File: config.mk
export PLATFORM = sky130hd
export DESIGN_NAME = control_bus_rtc
export DESIGN_NICKNAME = d
export VERILOG_FILES = /design/src/rtl/control_bus_rtc.sv
export SDC_FILE = /design/constraint.sdc
export NUM_CORES = 1
export LEC_CHECK = 0
export ABC_AREA = 1
export BUFFER_PORTS_ARGS = -buffer_cell sky130_fd_sc_hd__buf_2
export CELL_PAD_IN_SITES_DETAIL_PLACEMENT = 1
export CELL_PAD_IN_SITES_GLOBAL_PLACEMENT = 1
export CORE_UTILIZATION = 41
export DETAILED_ROUTE_END_ITERATION = 10
export PLACE_DENSITY_LB_ADDON = 0.1
export SYNTH_ARGS = -nofsm -noshare
export SYNTH_HDL_FRONTEND = slang
export SYNTH_SLANG_ARGS = --single-unit
File: constraint.sdc
create_clock -name reloj -period 3 [get_ports reloj]
set_clock_uncertainty 0.1 [all_clocks]
set_input_delay 0.9 -clock reloj [delete_from_list [all_inputs] [get_ports reloj]]
set_output_delay 0.9 -clock reloj [all_outputs]
set_load 0.01 [all_outputs]
File: src/rtl/control_bus_rtc.sv
// control_bus_rtc: RTC register-bus sequencer, round-robin write bursts ahead of a one-deep pending read burst (CRONO_WRITE_EN enables crono writes).
// Latency: GRANT one cycle after a request is seen in IDLE, bursts of 3*CICLO_N+2 (write) / 9*CICLO_N+2 (read) cycles; requests wait, bursts never preempted.
module control_bus_rtc #(
  parameter int CICLO_N = 8
) (
  input  logic       reloj,
  input  logic       resetM,
  input  logic       tick_lectura,
  input  logic       req_hora,
  input  logic       req_fecha,
  input  logic       req_crono,
  output logic [3:0] Selec_Demux_DD,
  output logic       READ,
  output logic       acceso,
  output logic       ack_hora,
  output logic       ack_fecha,
  output logic       ack_crono,
  output logic       fin_lectura,
  output logic       ocupado
);

  typedef enum logic [1:0] {IDLE, GRANT, ACCESS, FIN} state_t;

`ifdef CRONO_WRITE_EN
  localparam int NWR = 3;
`else
  localparam int NWR = 2;
`endif
  localparam logic [1:0] OWN_READ = 2'd3;
  localparam logic [3:0] CNT_LAST = 4'(CICLO_N - 1);

  state_t     state_q, state_d;
  logic [3:0] idx_q, idx_d;
  logic [3:0] last_q, last_d;
  logic [3:0] cnt_q, cnt_d;
  logic [1:0] owner_q, owner_d;
  logic [1:0] ptr_q, ptr_d;
  logic       read_q, read_d;
  logic       pend_q, pend_d;

  logic [2:0] wreq;
  logic       win_vld;
  logic [1:0] win;
  logic [1:0] cand;

`ifdef CRONO_WRITE_EN
  assign wreq = {req_crono, req_fecha, req_hora};
`else
  logic crono_unused;
  assign crono_unused = req_crono;
  assign wreq = {1'b0, req_fecha, req_hora};
`endif

  // Round-robin: search starts at ptr_q, the writer after the last one granted.
  always_comb begin
    win_vld = 1'b0;
    win     = 2'd0;
    cand    = 2'd0;
    for (int k = 0; k < NWR; k++) begin
      cand = 2'((int'(ptr_q) + k) % NWR);
      if (!win_vld && wreq[cand]) begin
        win_vld = 1'b1;
        win     = cand;
      end
    end
  end

  always_comb begin
    state_d = state_q;
    idx_d   = idx_q;
    last_d  = last_q;
    cnt_d   = cnt_q;
    owner_d = owner_q;
    ptr_d   = ptr_q;
    read_d  = read_q;
    pend_d  = pend_q | tick_lectura;

    case (state_q)
      IDLE: begin
        if (win_vld) begin
          state_d = GRANT;
          owner_d = win;
          read_d  = 1'b0;
          idx_d   = 4'(win) * 4'd3;
          last_d  = 4'(win) * 4'd3 + 4'd2;
          ptr_d   = 2'((int'(win) + 1) % NWR);
        end else if (pend_q || tick_lectura) begin
          state_d = GRANT;
          owner_d = OWN_READ;
          read_d  = 1'b1;
          idx_d   = 4'd0;
          last_d  = 4'd8;
          pend_d  = 1'b0;
        end
      end
      GRANT: begin
        state_d = ACCESS;
        cnt_d   = 4'd0;
      end
      ACCESS: begin
        if (cnt_q == CNT_LAST) begin
          cnt_d = 4'd0;
          if (idx_q == last_q) begin
            state_d = FIN;
          end else begin
            idx_d = idx_q + 4'd1;
          end
        end else begin
          cnt_d = cnt_q + 4'd1;
        end
      end
      FIN: begin
        state_d = IDLE;
      end
      default: begin
        state_d = IDLE;
      end
    endcase
  end

  always_ff @(posedge reloj) begin
    if (resetM) begin
      state_q <= IDLE;
      idx_q   <= 4'd0;
      last_q  <= 4'd0;
      cnt_q   <= 4'd0;
      owner_q <= OWN_READ;
      ptr_q   <= 2'd0;
      read_q  <= 1'b1;
      pend_q  <= 1'b0;
    end else begin
      state_q <= state_d;
      idx_q   <= idx_d;
      last_q  <= last_d;
      cnt_q   <= cnt_d;
      owner_q <= owner_d;
      ptr_q   <= ptr_d;
      read_q  <= read_d;
      pend_q  <= pend_d;
    end
  end

  assign Selec_Demux_DD = idx_q;
  assign READ           = read_q;
  assign acceso         = (state_q == ACCESS);
  assign ocupado        = (state_q != IDLE);
  assign fin_lectura    = (state_q == FIN) && (owner_q == OWN_READ);
  assign ack_hora       = (state_q == FIN) && (owner_q == 2'd0);
  assign ack_fecha      = (state_q == FIN) && (owner_q == 2'd1);
`ifdef CRONO_WRITE_EN
  assign ack_crono      = (state_q == FIN) && (owner_q == 2'd2);
`else
  assign ack_crono      = 1'b0;
`endif

endmodule

* Word-level counts from Yosys, hierarchy flattened
Cells that the tools add are included.
Storage, ports and cells: memory bits (read-only) 0, memories kept 0, register bits after elaboration 19, output and inout bits 11, bits in latches 0, bits in writable memories 0, bits of input ports 6
Operators by class: $mul 1, shifts and indexed selects 0, reductions and logical operators 16, divide/modulo/power cells 0, add/sub/neg operators 5, bitwise logic cells 2, muxes and demuxes 29, order comparisons 2, equality and inequality tests 11
Operators by type and width (number):
- 2-to-1 mux 4 bit | 7
- case mux 4 bit (2 select lines) | 2
- 2-to-1 mux 2 bit | 7
- 2-to-1 mux 1 bit | 11
- adder 4 x 1 -> 4 bit (second input constant) | 2
- case mux 2 bit (4 select lines) | 1
- nonzero test 2 bit | 4
- equality test 2 bit (second input constant) | 3
- adder 4 x 2 -> 4 bit (second input constant) | 1
- equality test 2 x 1 -> 1 bit (second input constant) | 2
- equality test 4 x 3 -> 1 bit (second input constant) | 1
- equality test 4 bit | 1
- logical AND 1 bit | 4
- logical NOT 2 bit | 2
- multiplier 2 x 2 -> 4 bit (second input constant) | 1
- != test 2 x 1 -> 1 bit (second input constant) | 2
- AND reduction 2 bit | 2
- AND reduction 4 bit | 1
- less-than comparator 1 x 3 -> 1 bit (second input constant) | 1
- less-than comparator 2 x 3 -> 1 bit (second input constant) | 1
- != test 3 bit (second input constant) | 1
- AND reduction 3 bit | 1
- adder 1 bit (second input constant) | 2
- binary-select mux 1 bit (select 2 bit) | 1
- other kinds (5) | 5

* Logic depth before layout (Yosys ltp)
Gate-level depths: netlist of run 1.
depth in word-level cells 9, mapped depth 10, depth with buffers taken out 10

* Worst setup path before layout of run 1
OpenSTA, ideal clock, no wires.
path kind in2reg, start input tick_lectura, end register owner_q[0], setup time 0.128 ns, arrival 1.601 ns, buffers on the path 0, path slack 1.171 ns, stages on the path 5, cells stage by stage or2_1 -> o21ai_2 -> inv_1 -> nand2_1 -> o211ai_1
Between the ends: longest elaborated chain between the ends 3
RTL lines:
- start: declaration | RTL line 8 | input logic tick_lectura,
- logical OR 1 bit | RTL line 87 | end else if (pend_q || tick_lectura) begin
- nonzero test 2 bit (no source line)
- AND reduction 2 bit (no source line)
- end signal: assignment | RTL line 136 | owner_q <= owner_d;
- end: declaration | RTL line 36 | logic [1:0] owner_q, owner_d;
No other way between the ends. A chain may end at the register's enable or synchronous reset.

* Final worst setup path of run 1
start register state_q[0], end output ocupado
Between the ends: longest elaborated chain between the ends 1
RTL lines:
- start: declaration | RTL line 32 | state_t state_q, state_d;
- start signal: assignment | RTL line 132 | state_q <= state_d;
- nonzero test 2 bit | RTL line 146 | assign ocupado = (state_q != IDLE);
- end: declaration | RTL line 19 | output logic ocupado
No other way between the ends.

==> impl_metrics.yaml, run 1 <==
synthesis:
  synth_enable_flop_cells: 0
  postSynthCellCount: 140
  synth-seq-area-share_pct: 34.9
  synth_largest_area_cell: "sky130_fd_sc_hd__dfxtp_1"
  avgSynthCellArea_um2: 6.97
  synth-seq-cells: 17
  ffs_w_async_s_r_synth_pct: 0
  postSynth.topFlopCell: "sky130_fd_sc_hd__dfxtp_1"
  yosysUniqueCellTypes: 29
  synth_area_leaders: "sky130_fd_sc_hd__dfxtp_1, sky130_fd_sc_hd__nand2_1, sky130_fd_sc_hd__inv_1"
  synth_area_um2: 976
  count_of_synthesis_stage_warnings_from_yosys: 0
  synth_top_cell_area_share_pct: 34.9
  synthesis.nets: 151
critical_path:
  rrSetupSlack_ps: 1360
  cp_max_fo: 6
  worst_setup_path_end_kind: "primary output"
  worst_ep_required_time_ps: 2000
  worst_r2r_startpoint: "state_q[0]$_SDFFE_PP0P_"
  crit_arrival_ps: 1310
  timing.critical_path.from_type: "flip-flop"
  reg2regPathDepth: 7
  criticalPathCategory: "flip-flop to primary output"
  worst_reg2reg_endpoint: "state_q[1]$_SDFFE_PP0P_"
hold_path:
  min_delay_worst_endpoint: "last_q[1]$_SDFFE_PP0P_"
  hold_path_depth: 2
  worstHoldStart: "last_q[1]$_SDFFE_PP0P_"
  timing.hold.worst.class: "flip-flop to flip-flop"
finish:
  share_of_post_route_cells_with_drive_strength_above_1_pct: 20.1
  syn_to_final_growth_pct: 11.4
  most_common_cell_after_layout_fill_and_taps_aside: "sky130_fd_sc_hd__nand2_1"
  final_cell_count_no_fill: 182
  antennaDiodeCount: 0
  final_cell_mix: "sky130_fd_sc_hd__nand2_1, sky130_fd_sc_hd__inv_1, sky130_fd_sc_hd__dfxtp_1, sky130_fd_sc_hd__buf_2, sky130_fd_sc_hd__a21oi_1"
  num-nets-final: 166
floorplan:
  boundaryPins: 17
  die_area_mm2: 0.00258
  floorplan.initialDensity_pct: 43.7
  die_height_um: 50.8
  die_x_um: 50.8
  row_count: 17
  fp.coreArea_mm2: 0.00223
power:
  switching_share_pct: 45.6
  clock_power_share_pct: 13.9
  power.share.sequential_pct: 37.8
  internal-power_uw: 502
  power.density_cell_area_mw_per_mm2: 848
  total_switching_power_uw: 420
  p_leak_nw: 0.523
  pwr-share-comb_pct: 48.2
  vdd_drop_max_mv: 0.515
route:
  total_number_of_vias: 920
  drt_first_pass_iters: 4
  avgRoutedWirePerCell_um: 12.2
  antenna_left: 0
  vias_per_cell: 5.05
  detail_route.drc_violations: 0
  drt_iter0_drc: 5
  route.final.wire_length_um: 2220
clock_tree:
  cts_sinks: 17
  numCtsBuffers: 3
  setup_fix_bufs_post_cts: 0
  cts.root.buffer_cell: "sky130_fd_sc_hd__clkbuf_4"
  cts_max_path_buffers: 2
  cts-hold-fix-buffers: 0
  cts_htree_levels: 1
  clk_pin_slew_ps: 110
  clkLatencyLatePin_ps: 290
  cts_tree: "done"
  cts.repair.resized: 0
timing:
  fmax_ghz: 0.432
  grt_setup_unrepaired: "no"
  finalWorstPathRequiredPeriod_ps: 2310
  finalSetupViolations: 0
  final.period_utilization_pct: 77.1
  worst_hold_slack_ps: 400
  tns_ps: 0
  finalHoldViolations: 0
  slew_viols_final: 0
  setup_slack_ps: 687
place:
  hpwl_um: 1760
  gp_congestion: 0.784
  buffer_ports.inserted: 14
  dp_worst_setup_slack_ps: 956
  dp.cells: 178
global_routing:
  grt_pass1_vias: 937
  first_pass_grt_wire_length_um: 3820
  met1_usage_pct: 21.1
  grt_util_all_layers_pct: 19.6
  global_route.usage.met3_pct: 6.67
  grt_max_degree: 14
  top_usage_layer: "met2"
  globalRouteOverflowTotal: 0
  grt_antenna_before_repair: 0
  gr-usage-met2_pct: 36.7
job:
  drv_cap: 0
outcome:
  result_of_the_run: "completed"
==> power groups by stage <==
| stage | clock network [mW] | logic [mW] | registers, mW |
|---|---|---|---|
| finish | 0.129 | 0.445 | 0.349 |
| global route | 0.140 | 0.511 | 0.357 |
| CTS | 0.131 | 0.451 | 0.349 |
| detailed placement | 0 | 0.448 | 0.354 |
| global placement | 0 | 0.434 | 0.350 |
| floorplan | 0 | 0.338 | 0.350 |
==> cell usage after synthesis, drive strengths merged, types with 2 or more instances <==
library cell  count
nor3              3
o21ai             5
a21oi            14
inv              21
a211oi            2
or2               2
nand3            10
nand2            41
buf               3
ha                5
nor2             10
dfxtp            17
==> routing by layer <==
| layer | vias to the layer above | wire [µm] |
|---|---|---|
| li1 | 473 | - |
| met1 | 435 | 1010 |
| met2 | 10 | 1140 |
| met3 | 2 | 59 |
| met4 | 0 | 9 |
| met5 | - | 0 |
==> state kept, by name (all words and copies together) (netlist names) <==
register / count
last_q: 3
cnt_q: 4
pend_q: 1
Selec_Demux_DD: 4
state_q: 2
ptr_q: 1
owner_q: 2
==> final cells by class <==
| type | count | area, µm² |
|---|---|---|
| clock buffer | 3 | 22.5 |
| clock inverter | 1 | 5.00 |
| fill | 314 | 1150 |
| inverter | 21 | 78.8 |
| multi-input combinational | 98 | 536 |
| sequential | 17 | 340 |
| tap | 28 | 35.0 |
| timing repair buffer | 14 | 70.1 |
==> worst max-delay path by stage <==
stage,end,depth (start not counted),startpoint,slack (ps)
after CTS,ocupado,4,state_q[0]$_SDFFE_PP0P_,660
after global routing,ocupado,4,state_q[0]$_SDFFE_PP0P_,580
after global placement,owner_q[0]$_SDFFE_PP1P_,6,tick_lectura,990
after detailed placement,owner_q[0]$_SDFFE_PP1P_,6,tick_lectura,960
after floorplan,owner_q[0]$_SDFFE_PP1P_,5,tick_lectura,1170
final,ocupado,4,state_q[0]$_SDFFE_PP0P_,690
==> cells by family after synthesis <==
kind of cell	count (synthesis)	share of synthesized area, %
simple gates	66	30.1
buf+inv	25	10.3
compound gates	24	16.2
flops	17	34.9
fa+ha+maj	5	6.41
xor+xnor	2	1.80
other cells	1	0.384
==> worst max-delay path: stages, from the launching register on <==
cell                      delay, ps
sky130_fd_sc_hd__dfxtp_1        330
sky130_fd_sc_hd__inv_1           90
sky130_fd_sc_hd__ha_1           340
sky130_fd_sc_hd__inv_1          100
sky130_fd_sc_hd__buf_2          150
==> metrics by stage <==
stage | utilization [%] | cell area, µm² | power [mW]
4_1_cts | 48.7 | 1090 | 0.932
3_3_place_gp | 47.5 | 1060 | 0.784
5_1_grt | 48.7 | 1090 | 1.01
6_report | 48.7 | 1090 | 0.922
2_1_floorplan | - | 976 | 0.688
3_5_place_dp | 47.5 | 1060 | 0.802
(Power assumes the default switching activity.)
==> run 2: changes to the inputs <==
CORE_UTILIZATION = 34   (was 41)
clock period = 2.1 ns   (was 3 ns; I/O delays follow)
==> run 2 against run 1 <==
Critical path depth is 1 lower. Design area is 0.92% higher. Worst hold slack worse by 15 ps. Largest cell class unchanged. Register-to-register slack worse by 950 ps. Via count is 2.2% lower. Largest power group unchanged. Worst setup slack worse by 620 ps. First-iteration DRC count grew to 3.0 times the previous value. Sequential share of layout area is 0.29 points lower.
==> impl_metrics.yaml, run 2 (synthesized netlist as in run 1, its figures left out) <==
finish:
  num-nets-final: 167
  antennaDiodeCount: 0
  final_cell_mix: "sky130_fd_sc_hd__nand2_1, sky130_fd_sc_hd__inv_1, sky130_fd_sc_hd__dfxtp_1, sky130_fd_sc_hd__buf_2, sky130_fd_sc_hd__a21oi_1"
  share_of_post_route_cells_with_drive_strength_above_1_pct: 20.0
  syn_to_final_growth_pct: 12.4
  final_cell_count_no_fill: 186
  post-route-cell-area_mm2: 0.00110
  sequential_cell_area_um2: 340
  layout.filler_cells: 362
  most_common_cell_after_layout_fill_and_taps_aside: "sky130_fd_sc_hd__nand2_1"
  multiInputGateArea_um2: 536
timing:
  final.period_utilization_pct: 96.7
  finalWorstPathRequiredPeriod_ps: 2030
  grt_setup_unrepaired: "no"
  finalHoldViolations: 0
  fmax_ghz: 0.492
  slew_viols_final: 0
  tns_ps: 0
  worst_hold_slack_ps: 385
  finalSetupViolations: 0
power:
  p_leak_nw: 0.525
  vdd_drop_max_mv: 0.492
  power.density_cell_area_mw_per_mm2: 1210
global_routing:
  grt_util_all_layers_pct: 15.3
  grt_antenna_before_repair: 0
  grt_pass1_vias: 867
  first_pass_grt_wire_length_um: 3730
  globalRouteOverflowTotal: 0
  grt_max_degree: 14
route:
  detail_route.drc_violations: 0
  drt_iter0_drc: 15
  avgRoutedWirePerCell_um: 11.4
  total_number_of_vias: 900
  route.final.wire_length_um: 2130
  antenna_left: 0
  drt_first_pass_iters: 4
  vias_per_cell: 4.84
floorplan:
  die_area_mm2: 0.00309
  fp.coreArea_mm2: 0.00273
  die_height_um: 55.6
  boundaryPins: 17
  row_count: 19
  floorplan.initialDensity_pct: 35.7
  die_x_um: 55.6
clock_tree:
  clk_pin_slew_ps: 100
  cts_tree: "done"
  numCtsBuffers: 3
  cts-hold-fix-buffers: 0
  cts.repair.resized: 0
  cts_max_path_buffers: 2
  cts_htree_levels: 1
  clkLatencyLatePin_ps: 280
  setup_fix_bufs_post_cts: 0
  cts.root.buffer_cell: "sky130_fd_sc_hd__clkbuf_4"
  cts_sinks: 17
critical_path:
  crit_arrival_ps: 1300
  timing.critical_path.from_type: "flip-flop"
  worst_ep_required_time_ps: 1370
  cp_max_fo: 9
  worst_setup_path_end_kind: "primary output"
  worst_r2r_startpoint: "state_q[0]$_SDFFE_PP0P_"
  setup.worst_path.start: "state_q[0]$_SDFFE_PP0P_"
  criticalPathCategory: "flip-flop to primary output"
job:
  drv_cap: 0
hold_path:
  timing.hold.worst.class: "flip-flop to flip-flop"
  worstHoldStart: "last_q[1]$_SDFFE_PP0P_"
place:
  dp.cells: 182
  buffer_ports.inserted: 14
  gp_congestion: 0.784
  placed_cell_area_mm2: 0.00107
  hpwl_um: 1690
outcome:
  result_of_the_run: "completed"
[run 2: path summary, 6_finish.rpt]
kind | end | slack (ps) | cells after the start
worst max-delay path | acceso | 70 | 3
worst min register to register | last_q[1]$_SDFFE_PP0P_ | 380 | 2
worst max register to register | state_q[1]$_SDFFE_PP0P_ | 410 | 7
worst min-delay path | last_q[1]$_SDFFE_PP0P_ | 380 | 2
[run 2: layer usage]
layer	wire, µm	share of wire, %	track usage [%]
met5	0	0	0
met4	16	0.75	7.50
met3	58	2.7	2.09
met2	983	46	25.5
met1	1070	50	19.4
[run 2: power by group]
group | internal [mW] | total, mW | switching (mW)
registers | 0.411 | 0.500 | 0.0891
logic | 0.245 | 0.651 | 0.406
clock network | 0.0737 | 0.175 | 0.101
total | 0.730 | 1.33 | 0.596
[run 2: final cells by class]
type	instances	area share [%]
inverter	21	7.18
multi-input combinational	98	48.8
tap	31	3.53
clock buffer	4	2.39
timing repair buffer	15	7.07
sequential	17	31.0
[run 2: stage by stage]
step	util (%)	setup WS [ps]	power, mW
6_report	40.1	69.3	1.33
4_1_cts	40.1	49.5	1.35
3_3_place_gp	39.2	305	1.15
5_1_grt	40.1	7.67	1.46
2_1_floorplan	-	541	0.983
3_5_place_dp	39.2	279	1.17
[run 2: worst max-delay path, stage by stage (launching register included)]
cell and delay (ps):
sky130_fd_sc_hd__dfxtp_1 330, sky130_fd_sc_hd__inv_1 90, sky130_fd_sc_hd__ha_1 390, sky130_fd_sc_hd__buf_2 210
==> run 3: changes to the inputs <==
CORE_MARGIN = 2   (was unset)
RECOVER_POWER = 25   (was unset)
==> run 3 against run 2 <==
Combinational power down 0.8%. Via count up 1.4%. Sequential power about the same. Global-route usage down 0.27 points. Clock power up 5%. Register-to-register slack worse by 20 ps. Cell count unchanged. Routed wire length up 3.4%. Clock-buffer cell count unchanged. Worst setup slack better by 27 ps. Sequential share of layout area up 0.11 points. Largest power group unchanged.
==> impl_metrics.yaml, run 3 (synthesized netlist as in run 1, its figures left out) <==
job:
  drv_cap: 0
floorplan:
  die_area_mm2: 0.00331
  floorplan.initialDensity_pct: 35.7
  row_count: 19
  boundaryPins: 17
  fp.coreArea_mm2: 0.00273
  die_height_um: 57.6
  die_x_um: 57.6
route:
  avgRoutedWirePerCell_um: 11.8
  route.final.wire_length_um: 2200
  vias_per_cell: 4.91
  antenna_left: 0
  detail_route.drc_violations: 0
  drt_iter0_drc: 21
  total_number_of_vias: 913
  drt_first_pass_iters: 2
clock_tree:
  cts_max_path_buffers: 2
  clkLatencyLatePin_ps: 290
  cts.root.buffer_cell: "sky130_fd_sc_hd__clkbuf_4"
  numCtsBuffers: 3
  clk_pin_slew_ps: 100
  cts.repair.resized: 0
  cts_tree: "done"
  setup_fix_bufs_post_cts: 0
  cts_sinks: 17
  cts_htree_levels: 1
  cts-hold-fix-buffers: 0
critical_path:
  worst_ep_required_time_ps: 1370
  worst_path_dominant_cell_family: "adder cells"
  worstPathCellList: "inv_1, ha_1, buf_2"
  criticalPathCategory: "flip-flop to primary output"
  timing.critical_path.from_type: "flip-flop"
  worst_setup_path_end_kind: "primary output"
  slowest_stage: "sky130_fd_sc_hd__ha_1"
  crit_arrival_ps: 1270
  cp_max_fo: 9
  max_stage_delay_ps: 360
  path_buf_inv: 2
finish:
  syn_to_final_growth_pct: 12.1
  layout.filler_cells: 364
  num-nets-final: 167
  post-route-cell-area_mm2: 0.00109
  share_of_post_route_cells_with_drive_strength_above_1_pct: 19.4
  antennaDiodeCount: 0
  final_cell_mix: "sky130_fd_sc_hd__nand2_1, sky130_fd_sc_hd__inv_1, sky130_fd_sc_hd__dfxtp_1, sky130_fd_sc_hd__buf_2, sky130_fd_sc_hd__a21oi_1"
  most_common_cell_after_layout_fill_and_taps_aside: "sky130_fd_sc_hd__nand2_1"
timing:
  finalSetupViolations: 0
  finalWorstPathRequiredPeriod_ps: 2000
  slew_viols_final: 0
  worst_hold_slack_ps: 386
  tns_ps: 0
  finalHoldViolations: 0
  grt_setup_unrepaired: "no"
  slew_headroom_pct: 57.7
  worst_slew_pin_slew_ps: 628
  fmax_ghz: 0.499
  final.period_utilization_pct: 95.4
place:
  buffer_ports.inserted: 14
  hpwl_um: 1760
  placed_cell_area_mm2: 0.00107
  gp_congestion: 0.761
global_routing:
  grt_max_degree: 14
  grt_antenna_before_repair: 0
  grt_util_all_layers_pct: 15.0
  globalRouteOverflowTotal: 0
  first_pass_grt_wire_length_um: 3820
  grt_pass1_vias: 910
outcome:
  result_of_the_run: "completed"
power:
  pwr-share-comb_pct: 48.7
  finalPower_mw: 1.33
  power.share.sequential_pct: 37.5
  total_switching_power_uw: 599
  switching_share_pct: 45.2
  clock_power_share_pct: 13.8
  internal-power_uw: 727
  power.density_cell_area_mw_per_mm2: 1210
  p_leak_nw: 0.523
  vdd_drop_max_mv: 0.513
hold_path:
  timing.hold.worst.class: "flip-flop to flip-flop"
## run 3: final timing paths
| kind | slack, ps | startpoint | to | depth (start not counted) |
|---|---|---|---|---|
| setup / recovery | 100 | state_q[0]$_SDFFE_PP0P_ | acceso | 3 |
| hold / removal | 390 | last_q[1]$_SDFFE_PP0P_ | last_q[1]$_SDFFE_PP0P_ | 2 |
| hold reg to reg | 390 | last_q[1]$_SDFFE_PP0P_ | last_q[1]$_SDFFE_PP0P_ | 2 |
| setup reg to reg | 390 | ptr_q[0]$_SDFFE_PP0P_ | owner_q[0]$_SDFFE_PP1P_ | 7 |
## run 3: worst min-delay path, stage by stage, from the launching register on
cell                      delay (ps)
sky130_fd_sc_hd__dfxtp_1         340
sky130_fd_sc_hd__nand2_1          60
sky130_fd_sc_hd__a21oi_1          50
## run 3: through the flow
| step | std cells | utilization [%] | setup slack (ps) |
|---|---|---|---|
| final | 186 | 40.0 | 96.7 |
| after global routing | 186 | 40.0 | 6.48 |
| after CTS | 186 | 40.1 | 62.6 |
| after detailed placement | 182 | 39.2 | 270 |
| after global placement | 182 | 39.2 | 305 |
| after floorplan | 140 | - | 541 |
## run 3: cell type report
cell class                 instances  area, µm²  share of cell area (%)
clock buffer                       4       26.3                    2.40
inverter                          21       78.8                    7.21
multi-input combinational         98        532                    48.6
sequential                        17        340                    31.1
tap                               31       38.8                    3.55
timing repair buffer              15       77.6                    7.09
## run 3: power by group through the flow
stage          clock network [mW]  registers (mW)  logic [mW]
5_1_grt                     0.206           0.514       0.743
3_5_place_dp                    0           0.506       0.664
2_1_floorplan                   0           0.499       0.483
4_1_cts                     0.193           0.500       0.667
3_3_place_gp                    0           0.503       0.645
6_report                    0.183           0.497       0.646
## run 3: metal layers
metal  share of wire, %  GRT usage [%]  routed length, µm
met5                  0              0                  0
met4                2.0           7.97                 45
met3                2.5           2.04                 56
met2                 46           25.2               1020
met1                 49           18.5               1080
